==> src/rtl/exe_pkg.sv <==
// Shared types and constants for the execution unit and its issue controller.
package exe_pkg;

  typedef enum logic [1:0] {
    OP_SHL  = 2'b00,
    OP_GT   = 2'b01,
    OP_RSV2 = 2'b10,
    OP_RSV3 = 2'b11
  } oper_t;

  localparam logic [2:0] STAT_OK      = 3'b000;
  localparam logic [2:0] STAT_INVALID = 3'b001;

  typedef enum logic [1:0] {
    IDLE = 2'b00,
    EXEC = 2'b01,
    RESP = 2'b10
  } issue_state_t;

endpackage

==> src/rtl/sat_counter.sv <==
// Up-counter that sticks at its all-ones value; cleared only by reset.
module sat_counter #(
  parameter int W = 8
) (
  input  logic         clk,
  input  logic         rst,
  input  logic         inc,
  output logic [W-1:0] cnt
);

  // Count up on inc, holding once the maximum is reached.
  always_ff @(posedge clk or posedge rst) begin
    if (rst) begin
      cnt <= '0;
    end else if (inc && (cnt != '1)) begin
      cnt <= cnt + W'(1);
    end
  end

endmodule

==> src/rtl/exe_issue_ctrl.sv <==
// Issue-side controller: takes one command over valid/ready, drives the exe unit,
// captures its result after EXE_LAT extra cycles and returns it over a response
// handshake. Counts non-OK statuses in a saturating counter.
module exe_issue_ctrl
  import exe_pkg::*;
#(
  parameter int ARG_BYTES = 4,
  parameter int EXE_LAT   = 0,
  parameter int ERR_CNT_W = 8
) (
  input  logic                 i_clk,
  input  logic                 i_rsn,
  input  logic                 i_cmd_valid,
  output logic                 o_cmd_ready,
  input  logic [1:0]           i_cmd_oper,
  input  logic [ARG_BYTES-1:0] i_cmd_argA,
  input  logic [ARG_BYTES-1:0] i_cmd_argB,
  output logic [1:0]           o_oper,
  output logic [ARG_BYTES-1:0] o_argA,
  output logic [ARG_BYTES-1:0] o_argB,
  input  logic [ARG_BYTES-1:0] i_result,
  input  logic [2:0]           i_status,
  output logic                 o_rsp_valid,
  input  logic                 i_rsp_ready,
  output logic [1:0]           o_rsp_oper,
  output logic [ARG_BYTES-1:0] o_rsp_result,
  output logic [2:0]           o_rsp_status,
  output logic [ERR_CNT_W-1:0] o_err_cnt,
  output logic                 o_busy
);

  localparam int LAT_W = (EXE_LAT > 0) ? $clog2(EXE_LAT + 1) : 1;

  issue_state_t     state, state_nxt;
  logic [LAT_W-1:0] lat_cnt;
  logic             cmd_hs;
  logic             rsp_hs;
  logic             capture;

  // In RESP a new command is only taken together with the response, so the
  // operand registers never get overwritten while a result is still pending.
  assign o_cmd_ready = ~i_rsn & ((state == IDLE) | ((state == RESP) & i_rsp_ready));
  assign o_rsp_valid = (state == RESP);
  assign o_busy      = (state != IDLE);
  assign cmd_hs      = i_cmd_valid & o_cmd_ready;
  assign rsp_hs      = o_rsp_valid & i_rsp_ready;
  assign capture     = (state == EXEC) && (lat_cnt == '0);

  // State register.
  always_ff @(posedge i_clk or posedge i_rsn) begin
    if (i_rsn) begin
      state <= IDLE;
    end else begin
      state <= state_nxt;
    end
  end

  // Next-state logic: IDLE -> EXEC -> RESP -> IDLE, or RESP -> EXEC back-to-back.
  always_comb begin
    state_nxt = state;
    unique case (state)
      IDLE:    if (cmd_hs) state_nxt = EXEC;
      EXEC:    if (lat_cnt == '0) state_nxt = RESP;
      RESP:    if (rsp_hs) state_nxt = cmd_hs ? EXEC : IDLE;
      default: state_nxt = IDLE;
    endcase
  end

  // Operand registers and latency countdown; operands only change on acceptance.
  always_ff @(posedge i_clk or posedge i_rsn) begin
    if (i_rsn) begin
      o_oper  <= '0;
      o_argA  <= '0;
      o_argB  <= '0;
      lat_cnt <= '0;
    end else if (cmd_hs) begin
      o_oper  <= i_cmd_oper;
      o_argA  <= i_cmd_argA;
      o_argB  <= i_cmd_argB;
      lat_cnt <= LAT_W'(EXE_LAT);
    end else if ((state == EXEC) && (lat_cnt != '0)) begin
      lat_cnt <= lat_cnt - LAT_W'(1);
    end
  end

  // Response registers: loaded once per command, stable through RESP.
  always_ff @(posedge i_clk or posedge i_rsn) begin
    if (i_rsn) begin
      o_rsp_oper   <= '0;
      o_rsp_result <= '0;
      o_rsp_status <= '0;
    end else if (capture) begin
      o_rsp_oper   <= o_oper;
      o_rsp_result <= i_result;
      o_rsp_status <= i_status;
    end
  end

  sat_counter #(
    .W (ERR_CNT_W)
  ) u_err_cnt (
    .clk (i_clk),
    .rst (i_rsn),
    .inc (capture && (i_status != STAT_OK)),
    .cnt (o_err_cnt)
  );

endmodule

==> config.mk <==
export PLATFORM = sky130hd
export DESIGN_NAME = exe_issue_ctrl
export DESIGN_NICKNAME = d
export VERILOG_FILES = /design/src/rtl/exe_pkg.sv /design/src/rtl/sat_counter.sv /design/src/rtl/exe_issue_ctrl.sv
export SDC_FILE = /design/constraint.sdc
export NUM_CORES = 1
export LEC_CHECK = 0
export ABC_AREA = 1
export CAP_MARGIN = 5
export CORE_ASPECT_RATIO = 1.75
export CORE_UTILIZATION = 38
export CTS_CLUSTER_SIZE = 30
export DETAILED_ROUTE_END_ITERATION = 8
export PLACE_DENSITY = 0.7
export SYNTH_ARGS = -nofsm -noshare
export SYNTH_HDL_FRONTEND = slang
export SYNTH_HIERARCHICAL = 1
export SYNTH_SLANG_ARGS = --single-unit
==> constraint.sdc <==
create_clock -name i_clk -period 1.7 [get_ports i_clk]
set_input_delay 0.34 -clock i_clk [delete_from_list [all_inputs] [get_ports i_clk]]
set_output_delay 0.34 -clock i_clk [all_outputs]
set_load 0.02 [all_outputs]
# [Word level (Yosys, flattened, before mapping)]
# Cells that the tools add are included.
[totals] latchBits=0 ramBits=0 out_inout_bits=30 mem_bits_ro=0 wordCells=39 register_bits=30 mem_count=0
[classes] n_reduce_logical=9 div=0 n_lt_le_gt_ge=0 add_sub_neg=2 eq_ne=6 multipliers=0 mux=7 shift=0 n_bitwise=6
[op_table] operator="adder 8 x 1 -> 8 bit, second input constant" n=1
[op_table] operator="!= test 8 bit, second input constant" n=1
[op_table] operator="2-to-1 mux 2 bit" n=3
[op_table] operator="case mux 2 bit (3 select lines)" n=1
[op_table] operator="logical AND 1 bit" n=4
[op_table] operator="!= test 2 bit, second input constant" n=2
[op_table] operator="nonzero test 2 bit" n=2
[op_table] operator="bitwise AND 1 bit" n=3
[op_table] operator="2-to-1 mux 1 bit" n=3
[op_table] operator="AND reduction 3 bit" n=1
[op_table] operator="nonzero test 3 bit" n=1
[op_table] operator="== test 2 x 1 -> 1 bit, second input constant" n=1
[op_table] operator="== test 2 bit, second input constant" n=1
[op_table] operator="logical NOT 2 bit" n=1
[op_table] operator="!= test 2 x 1 -> 1 bit, second input constant" n=1
[op_table] operator="inverter 1 bit" n=2
[op_table] operator="OR 1 bit" n=1
[op_table] operator="subtractor 1 bit, second input constant" n=1

# [Longest topological paths before layout]
[depth] depth_word=8 depth_mapped=11 mapped_depth_nobuf=9

# [Hierarchy]
# The synthesis kept the hierarchy.
[modules_own_cells] mod="exe_issue_ctrl" area_per_inst_um2=959.7 n_inst=1 cells_per_inst=108
[modules_own_cells] mod="sat_counter" area_per_inst_um2=473.0 n_inst=1 cells_per_inst=63

# [Least setup slack after synthesis]
# Ideal clock, no wire load.
[synth_path] path_type="register to register" start="register state[1]" end="register u_err_cnt.cnt[7]" setup_slack_ns=0.201 n_path_buf=2 setup_time_ns=0.117 period_less_slack_ns=1.499 t_required_ns=1.583 arrival_time_ns=1.382 path_stages_with_launch=11 cell_sequence="dfrtp_1 -> nor2_4 -> nand2_2 -> buf_6 -> nor2_2 -> buf_2 -> nand3_1 -> nor2_2 -> nand3_2 -> nand2_1 -> nand2_1"
[synth_via] elab_chain_cells=4
[synth_lines] element="from (decl)" line="exe_issue_ctrl.sv:34" text="issue_state_t state, state_nxt;"
[synth_lines] element="from (signal assigned)" line="exe_issue_ctrl.sv:54" text="state <= state_nxt;"
[synth_lines] element="== test 2 x 1 -> 1 bit" line="exe_issue_ctrl.sv:47" text="assign capture = (state == EXEC) && (lat_cnt == '0);"
[synth_lines] element="logical AND 1 bit" line="exe_issue_ctrl.sv:47"
[synth_lines] element="logical AND 1 bit" line="exe_issue_ctrl.sv:104" text=".inc (capture && (i_status != STAT_OK)),"
[synth_lines] element="logical AND 1 bit" line="sat_counter.sv:15" text="end else if (inc && (cnt != '1)) begin"
[synth_lines] element="to (signal assigned)" line="sat_counter.sv:16" text="cnt <= cnt + W'(1);"
[synth_lines] element="to (decl)" line="sat_counter.sv:8" text="output logic [W-1:0] cnt"
# Every way passes these cells.
# A chain may end at the register's enable or synchronous reset.

# [Final worst setup path]
[layout_path] start="register u_err_cnt.cnt[6]" end="output port o_err_cnt[6]"
[layout_lines] element="to (decl)" line="exe_issue_ctrl.sv:28" text="output logic [ERR_CNT_W-1:0] o_err_cnt,"
# No word-level cell between the ends.

==> metrics.md <==
| Metric | Value |
|---|---|
| Post-synth EDFFs | 0 |
| CP Capture Type | output port |
| HP Class | reg2reg |
| Status | completed |
| Cell Area, Placed | 0.00200 mm^2 |
| DRC violations left | 0 |
| Crit path DAT | 1.30 ns |
| Detailed Route Iter0 Violations | 13 |
| Post-route cell area | 0.00211 mm^2 |
| Reg-to-Reg End | u_err_cnt/cnt[2] |
| Power Density | 1170 mW/mm^2 |
| Critical path origin | u_err_cnt/cnt[6] |
| Crit path max fanout | 5 |
| Bufs and invs on worst path | 1 |
| Flop2flop setup slack | 0.31 ns |
| Core area | 0.00363 mm^2 |
| Mapped Area | 0.00143 mm^2 |
| Max clock buf depth | 2 |
| Critical Path Slowest Stage Cell | clkdlybuf4s50_1 |
| Final min period | 1.64 ns |
| Largest net degree at the start of global routing | 14 |
| H-tree Lvls | 2 |
| Share of layout cells above drive strength 1 | 13.9% |
| Detailed placement HPWL | 2370 um |
| FF/Latch Area | 751 um^2 |
| Drt total wl | 3010 um |
| Slew Viols, Final | 0 |
| Highest Clock Rate | 611 MHz |
| Vias after detailed routing | 1290 |
| Floorplan row count | 29 |
| Largest delay contributor family on the critical path | buffers and inverters |
| Die X | 48.4 um |
| # IOs | 51 |
| P&R area growth vs syn | 47.1% |
| # diodes | 0 |
| Clk pin slew, worst setup/hold paths | 0.06 ns |
| DRT antenna net count | 0 |
| Pleak | 1.08 nW |
| CTS buffer count | 5 |
| Crit-path cells | clkdlybuf4s50_1 |
| Syn Area/Cell | 8.38 um^2 |
| Endpoints failing setup | 0 |
| Worst slew pin tran | 0.328 ns |
| FFs w/ async S/R, synth | 100% |
| Tot Pwr | 0.00247 W |
| Final Hold Slack | 0.468 ns |
| FILL cells | 330 |
| Die ar. | 0.00403 mm^2 |
| Worst setup path end | o_err_cnt[6] |
| Most frequent cells in the layout | nand2_1 (66), clkdlybuf4s50_1 (43), dfrtp_1 (30) |
| CP Launch Type | flip-flop |
| RSZ-0062 raised after global routing | no |
| Setup TNS | 0 ns |
| Vias in the first global route | 1327 |
| All-Layer GR Usage | 17.9% |
| Fin nets | 251 |
| Multi-input gate area | 554 um^2 |
| RD Place Congestion | 0.775 |
| Initial cell density of the core | 39.5% |
| Worst reg-to-reg path cell count | 7 |
| Hold buffers post-CTS | 0 |
| Register area share after synthesis | 52.4% |
| Crit share post-route | 96.2% |
| Routed wire per std cell | 10.9 um |
| Netlist cell types | 22 |
| Top_reg_cell synth | dfrtp_1 |
| Seq cells post-synth | 30 |
| Synth warn | 6 |
| R2R Path Start | u_err_cnt/cnt[0] |
| Insertion delay to the later sink of the worst-skew pair | 0.28 ns |
| Critical Path Stages | 1 |
| CTS Root Cell | clkbuf_8 |
| Slew margin rel. | 78.1% |
| CTS tree | done |
| Required time of the critical path | 1.36 ns |
| VDD IR max | 737 uV |
| Chip Height | 83.2 um |
| Clock sinks | 30 |
| Grt ovf | 0 |
| Port Buffers | 50 |
| Crit path kind | reg2out |
| Hold Fails Final Rpt | 0 |
| Post-Syn Instances | 171 |
| Initial antenna violation count | 0 |
| Syn Nets | 193 |
| Clock Skew | 0.00304 ns |
| Max-cap viol count | 0 |
| Most common cell after layout, fill and taps aside | nand2_1 |
| Via density | 4.67 |
| Post-CTS Setup Bufs | 0 |
| DR pass1 iterations | 4 |
| Global-route wire length before repair | 5550 um |
| Slowest stage delay, CP | 0.62 ns |
-- metrics by stage --
stage	setup slack, ns	instances	util, %
2_1_floorplan	0.201	171	-
3_3_place_gp	-0.273	268	55.1
3_5_place_dp	-0.273	268	55.1
4_1_cts	0.0201	276	58.0
5_1_grt	0.00211	276	58.1
6_report	0.0644	276	58.1
-- power by group --
group / internal, W / switching (W)
Sequential: 0.000866 / 0.000120
Combinational: 0.000396 / 0.000420
Clock: 0.000408 / 0.000254
Total: 0.00167 / 0.000795
-- worst register-to-register path, stage by stage (launching register included) --
cell and delay, ns:
dfrtp_1 0.42, ha_1 0.25, nand2_2 0.10, nor2_2 0.05, nand2_2 0.19, nand2_1 0.15
nand2_1 0.08, o21ai_1 0.05
-- how the worst min path moves through the flow --
stage / slack [ns] / start / end / cells after the start
2_1_floorplan: 0.16 / i_rsn / u_err_cnt/cnt[0] / 1
3_3_place_gp: 0.45 / o_rsp_oper[0] / o_rsp_oper[0] / 2
3_5_place_dp: 0.46 / o_rsp_status[0] / o_rsp_status[0] / 2
4_1_cts: 0.47 / o_argB[2] / o_argB[2] / 2
5_1_grt: 0.49 / o_argB[2] / o_argB[2] / 2
6_report: 0.47 / o_rsp_status[0] / o_rsp_status[0] / 2
-- timing repair --
item | CTS | global route
endpoints found under the setup margin | 4 | 4
gates resized for setup | 5 | 4
pin swaps | 0 | 0
cloned | 0 | 0
-- cell families (layout without fill, tap and decap cells) --
kind of cell	count (synthesis)	in the layout	synth area share (%)
adder cells (fa/ha/maj)	1	1	0.873
AND/OR/NAND/NOR	112	112	36.5
XOR/XNOR	1	1	0.611
flip-flops	30	30	52.4
AO/OA/AOI/OAI	2	2	0.698
buffers and inverters	25	84	8.91
-- per-layer routing --
layer / up-vias / GRT usage [%] / part of all wire [%]
met4: 0 / 7.22 / 1.9
li1: 652 / - / -
met1: 592 / 17.2 / 36
met2: 40 / 33.7 / 56
met3: 6 / 5.86 / 6.5
met5: - / 0 / 0
-- Yosys cell counts (2+ instances only) --
| master | instances | area (um^2) |
|---|---|---|
| buf_2 | 3 | 15.0 |
| buf_4 | 2 | 15.0 |
| buf_6 | 3 | 33.8 |
| dfrtp_1 | 30 | 751 |
| inv_1 | 15 | 56.3 |
| nand2_1 | 66 | 248 |
| nand2_2 | 3 | 18.8 |
| nand3_1 | 15 | 75.1 |
| nand3_2 | 3 | 30.0 |
| nand4_1 | 12 | 75.1 |
| nor2_1 | 4 | 15.0 |
| nor2_2 | 5 | 31.3 |
-- flip-flops by register name, summed over array words and instances, names as in the netlist --
register       flops
u_err_cnt/cnt      8
o_argA             4
o_argB             4
o_rsp_result       4
o_rsp_status       3
o_oper             2
o_rsp_oper         2
state              2
lat_cnt            1
-- layout make-up --
cell class                      instances  share of cell area [%]
Sequential cell                        30                    35.6
Timing Repair Buffer                   60                    27.3
Multi-Input combinational cell        116                    26.3
Clock buffer                            8                    5.23
Inverter                               16                    2.85
Tap cell                               46                    2.73
Note: power is estimated with default switching activity, not from simulation.
